--- src/rtl/track_timer.sv ---
// track_timer: playback position counter with seek, end-of-track limit and
// wrap/saturate stepping, plus a sequential binary-to-mm:ss BCD converter.
module track_timer #(
  parameter int MIN_DIGITS = 2,
  parameter int POS_W      = 13,
  parameter int STEP_W     = 9,
  parameter bit WRAP       = 1'b0
) (
  input  logic                      clk,
  input  logic                      reset,
  input  logic                      tick,
  input  logic                      count,
  input  logic signed [STEP_W-1:0]  adder,
  input  logic                      load,
  input  logic [POS_W-1:0]          load_value,
  input  logic [POS_W-1:0]          limit,
  output logic [POS_W-1:0]          position,
  output logic [3:0]                seconds0,
  output logic [3:0]                seconds1,
  output logic [4*MIN_DIGITS-1:0]   minutes,
  output logic                      busy,
  output logic                      at_start,
  output logic                      at_end,
  output logic                      end_pulse
);
  localparam int MAX_SEC = 60 * (10 ** MIN_DIGITS) - 1;
  localparam int MBIN_W  = $clog2(10 ** MIN_DIGITS);
  localparam int BCD_W   = 4 * MIN_DIGITS;
  localparam int CNT_W   = $clog2(POS_W + 1);

  localparam logic [POS_W-1:0]        MAX_POS  = POS_W'(MAX_SEC);
  localparam logic signed [POS_W:0]   MAX_S    = (POS_W+1)'(MAX_SEC);
  localparam logic signed [POS_W:0]   SPAN_S   = (POS_W+1)'(MAX_SEC + 1);
  localparam logic [CNT_W-1:0]        DIV_LAST = CNT_W'(POS_W - 1);
  localparam logic [CNT_W-1:0]        BCD_LAST = CNT_W'(MBIN_W - 1);

  typedef enum logic [1:0] {S_IDLE, S_DIV, S_BCD, S_FIN} state_t;

  // Saturating step: clamp the widened sum into [0, hi].
  function automatic logic [POS_W-1:0] sat_pos(input logic signed [POS_W:0] v,
                                               input logic [POS_W-1:0] hi);
    if (v < 0)
      return '0;
    else if (v > $signed({1'b0, hi}))
      return hi;
    else
      return POS_W'(v);
  endfunction

  // Modulo step: the step magnitude is below one span, so a single correction is enough.
  function automatic logic [POS_W-1:0] wrap_pos(input logic signed [POS_W:0] v);
    logic signed [POS_W:0] r;
    r = v;
    if (v < 0)
      r = v + SPAN_S;
    else if (v > MAX_S)
      r = v - SPAN_S;
    return POS_W'(r);
  endfunction

  function automatic logic [BCD_W-1:0] add3(input logic [BCD_W-1:0] b);
    logic [BCD_W-1:0] r;
    r = b;
    for (int i = 0; i < MIN_DIGITS; i++)
      if (b[4*i +: 4] >= 4'd5)
        r[4*i +: 4] = b[4*i +: 4] + 4'd3;
    return r;
  endfunction

  // Seconds are at most 59, so five conditional subtractions split tens/units.
  function automatic logic [7:0] sec_bcd(input logic [5:0] s);
    logic [3:0] t;
    logic [5:0] u;
    t = 4'd0;
    u = s;
    for (int k = 0; k < 5; k++)
      if (u >= 6'd10) begin
        u = u - 6'd10;
        t = t + 4'd1;
      end
    return {t, 4'(u)};
  endfunction

  logic [POS_W-1:0]        eff_limit;
  logic signed [POS_W:0]   sum;
  logic [POS_W-1:0]        pos_nxt;
  logic                    pos_chg;

  state_t                  state;
  logic [CNT_W-1:0]        cnt;
  logic [POS_W-1:0]        div_q;
  logic [5:0]              rem;
  logic [MBIN_W-1:0]       bin;
  logic [BCD_W-1:0]        bcd;

  logic [6:0]              rem_sh;
  logic                    qbit;
  logic [5:0]              rem_nxt;
  logic [POS_W-1:0]        div_q_nxt;

  always_comb begin
    if (WRAP)
      eff_limit = MAX_POS;
    else
      eff_limit = (limit > MAX_POS) ? MAX_POS : limit;
    sum = $signed({1'b0, position})
        + $signed({{(POS_W+1-STEP_W){adder[STEP_W-1]}}, adder});
    pos_nxt = position;
    if (load)
      pos_nxt = (load_value > eff_limit) ? eff_limit : load_value;
    else if (tick && count)
      pos_nxt = WRAP ? wrap_pos(sum) : sat_pos(sum, eff_limit);
    pos_chg = (pos_nxt != position);
  end

  // Restoring divide-by-60: one dividend bit per cycle, MSB first.
  always_comb begin
    rem_sh    = {rem, div_q[POS_W-1]};
    qbit      = (rem_sh >= 7'd60);
    rem_nxt   = qbit ? 6'(rem_sh - 7'd60) : rem_sh[5:0];
    div_q_nxt = {div_q[POS_W-2:0], qbit};
  end

  // Control, position flags and the digit snapshot.
  always_ff @(posedge clk) begin
    if (reset) begin
      position  <= '0;
      at_start  <= 1'b1;
      at_end    <= 1'b0;
      end_pulse <= 1'b0;
      busy      <= 1'b0;
      state     <= S_IDLE;
      cnt       <= '0;
      seconds0  <= '0;
      seconds1  <= '0;
      minutes   <= '0;
    end else begin
      position  <= pos_nxt;
      at_start  <= (pos_nxt == '0);
      at_end    <= (pos_nxt == eff_limit);
      end_pulse <= pos_chg && (pos_nxt == eff_limit);
      if (pos_chg) begin
        state <= S_DIV;
        busy  <= 1'b1;
        cnt   <= '0;
      end else begin
        case (state)
          S_DIV: begin
            cnt <= cnt + 1'b1;
            if (cnt == DIV_LAST) begin
              state <= S_BCD;
              cnt   <= '0;
            end
          end
          S_BCD: begin
            cnt <= cnt + 1'b1;
            if (cnt == BCD_LAST) begin
              state <= S_FIN;
              cnt   <= '0;
            end
          end
          S_FIN: begin
            minutes              <= bcd;
            {seconds1, seconds0} <= sec_bcd(rem);
            busy                 <= 1'b0;
            state                <= S_IDLE;
          end
          default: state <= S_IDLE;
        endcase
      end
    end
  end

  // Converter datapath; every conversion reinitialises it, so it needs no reset.
  always_ff @(posedge clk) begin
    if (pos_chg) begin
      div_q <= pos_nxt;
      rem   <= '0;
    end else if (state == S_DIV) begin
      div_q <= div_q_nxt;
      rem   <= rem_nxt;
      if (cnt == DIV_LAST) begin
        bin <= div_q_nxt[MBIN_W-1:0];
        bcd <= '0;
      end
    end else if (state == S_BCD) begin
      bcd <= (add3(bcd) << 1) | BCD_W'(bin[MBIN_W-1]);
      bin <= bin << 1;
    end
  end

endmodule

--- config.mk ---
export PLATFORM = sky130hd
export DESIGN_NAME = track_timer
export DESIGN_NICKNAME = d
export VERILOG_FILES = /design/src/rtl/track_timer.sv
export SDC_FILE = /design/constraint.sdc
export NUM_CORES = 1
export LEC_CHECK = 0
export ABC_AREA = 1
export CAP_MARGIN = 20
export CORE_MARGIN = 3
export CORE_UTILIZATION = 25
export CTS_CLUSTER_DIAMETER = 50
export DETAILED_ROUTE_END_ITERATION = 8
export PLACE_DENSITY = 0.4
export SKIP_LAST_GASP = 1
export SLEW_MARGIN = 40
export SYNTH_ARGS = -nofsm -noshare
export SYNTH_HDL_FRONTEND = slang
export SYNTH_SLANG_ARGS = --single-unit
--- constraint.sdc ---
create_clock -name clk -period 7.63 [get_ports clk]
set_input_delay 1.526 -clock clk [delete_from_list [all_inputs] [get_ports clk]]
set_output_delay 1.526 -clock clk [all_outputs]
set_load 0.01 [all_outputs]
==> impl_metrics.toml <==
[run_status]
status = "finished clean"

[clocking]
cts_setup_buffers = 0
numCtsBuffers = 9
cts_tree = "yes"
clockBufferDepth = 2
htree_levels = 3
clkTransAtPathRegs_ps = 60
holdBufCountCts = 0
clkLatencyLatePin_ps = 330
clock-root-buffer = "clkbuf_16"
cts-resized-gates = 0
cts.sinks = 73

[die]
rows = 59
die_w_um = 171
ios = 73
start_util_pct = 25.8
core_area_um2 = 26400
die_y_um = 171
die_area_um2 = 29200

[global_routing]
grt_max_degree = 31
antenna_found_initial = 0
first_global_vias = 6339
grt_pass1_wl_um = 33000
grt.total_usage_pct = 14.2
overflow = 0

[layout]
design_area_um2 = 8170
syn_to_final_growth_pct = 20.2
diodes = 0
stdcell_count = 1446
n_fill_cell = 2871
fin_nets = 1202
postLayoutCoreUtil_pct = 31.0
drive_gt1_share_pct = 10.2

[setup_path]
cp_slowest_cell = "clkdlybuf4s50_1"
end_kind = "register"
cp-startpoint = "adder[0]"
crit_type = "in2reg"
cp_slowest_stage_delay_ps = 470
crit_path_frequent_cell = "nand2_1"
critPathTopFamily = "simple AND/OR/NAND/NOR gates"
path_buf_inv = 5
critical_path_required_ps = 7710
critPathMaxFanout = 19
r2r_slack_ps = 2200
cp.arrival_ps = 6620
cp-start-kind = "input pin"
rr_startpoint = "position[0]"

[synthesis]
ys_seq_elements = 73
yosysSeqAreaShare_pct = 25.6
yosysMostFrequentCell = "nand2_1"
synthTopCellsByCount = "nand2_1 (296), inv_1 (143), nand3_1 (99), nor2_1 (99), ha_1 (55)"
synth_nets = 1135
synth-main-ff-cell = "dfxtp_1"
async_flop_share_pct = 0
avgSynthCellArea_um2 = 6.54
synthCells = 1039
ys_types = 44
synth_warnings = 0
synth_top_area_share_pct = 16.3
synth.area.top_cells = "nand2_1 (16%), dfxtp_1 (13%), edfxtp_1 (12%)"
synth-edff-count = 28
synth_top_area_cell = "nand2_1"
syn_area_um2 = 6800

[drt]
postRouteAntennaNets = 0
drtIter0Drc = 341
first_pass_iters = 5
vias_per_cell = 4.48
drt-total-wl_um = 20100
drcViolationCount = 0
num_vias = 6474
wl_per_cell_um = 13.9

[placed_design]
portBuffers = 72
place_congestion = 0.837
hpwl_um = 16100
placed_cells = 1430
placed_area_um2 = 7850

[sta]
hold_viol = 0
rsz0062_at_grt = "no"
max-slew-margin-rel_pct = 53.7
fin_skew_ps = 5.45
tns_ps = 0
worst_hold_slack_ps = 509
finalSetupViolCount = 0
period_minus_slack_ps = 6540
maxSlewViolCount = 0
fmax_ghz = 0.153
fin_crit_sh_pct = 85.8
worst_slew_pin_slew_ps = 692

[hold_path]
min_path_type = "reg2reg"
worstHoldStart = "seconds0[2]"

[power]
power.density_nw_per_um2 = 155
p_leak_nw = 4.08
peakVddDrop_mv = 0.118

[flow_run]
cap_violations = 0
-- per-stage QoR --
stage               worst slack, ps  total power, mW
finish                         1090             1.27
global route                    291             1.36
CTS                            1040             1.28
detailed placement              690            0.839
global placement                833            0.843
floorplan                      1180            0.721
-- sequential cells by signal (all words and copies together), names as in the netlist --
signal,flops
div_q,13
position,13
bcd,8
minutes,8
bin,7
rem,6
cnt,4
seconds0,4
seconds1,4
state,2
at_end,1
at_start,1
busy,1
end_pulse,1
-- final timing paths --
kind,end,cells after the start
setup reg to reg,div_q[8],35
setup / recovery,div_q[8],36
hold / removal,seconds0[2],4
hold reg to reg,seconds0[2],4
-- logic make-up (layout without fill, tap and decap cells) --
kind of cell	after synthesis	count (layout)	share of synthesized area (%)
flops	73	73	25.6
buf+inv	179	251	10.7
compound gates	104	104	8.98
fa+ha+maj	56	56	10.4
simple gates	602	602	41.1
xor+xnor	25	25	3.22
-- layout make-up --
class / instances / area, um2 / area share (%)
inverter: 155 / 582 / 7.12
sequential: 73 / 1740 / 21.3
multi-input combinational: 787 / 4340 / 53.1
clock buffer: 10 / 250 / 3.06
timing repair buffer: 80 / 776 / 9.49
clock inverter: 6 / 65.1 / 0.796
tap: 335 / 419 / 5.13
-- cell usage in the layout, fill, tap and decap left out, drive strengths merged, types with 2 or more instances in the layout --
| cell type | instances |
|---|---|
| o211ai | 3 |
| a211oi | 4 |
| clkinv | 4 |
| nor3 | 13 |
| nor2 | 109 |
| nand3 | 111 |
| o21bai | 4 |
| nand4 | 22 |
| xor2 | 20 |
| dfxtp | 45 |
| a21o | 2 |
| clkbuf | 10 |
| o21ai | 33 |
| clkdlybuf4s50 | 71 |
| nand3b | 9 |
| ha | 55 |
| inv | 155 |
| edfxtp | 28 |
| a21oi | 53 |
| xnor2 | 5 |
| nand2 | 335 |
| a21boi | 2 |
| a31o | 2 |
| buf | 9 |
-- metal layers --
| metal | track usage [%] | share of wire [%] |
|---|---|---|
| met1 | 18.7 | 48 |
| met2 | 24.9 | 48 |
| met3 | 2.15 | 2.9 |
| met4 | 2.27 | 1.3 |
| met5 | 0 | 0 |
-- tightest hold or removal path: stages, from the launching register on --
cell,delay [ps]
dfxtp_1,310
inv_1,50
nand2_1,40
nand2_1,50
nor2_1,30
-- report_power, final --
group          internal (mW)  total, mW  leakage, nW  switching (mW)
clock                  0.273      0.439        0.154           0.166
sequential             0.425      0.446        0.646          0.0213
combinational          0.143      0.382         3.28           0.239
total                  0.841       1.27         4.08           0.427
Power figures use the tool's default switching activity.
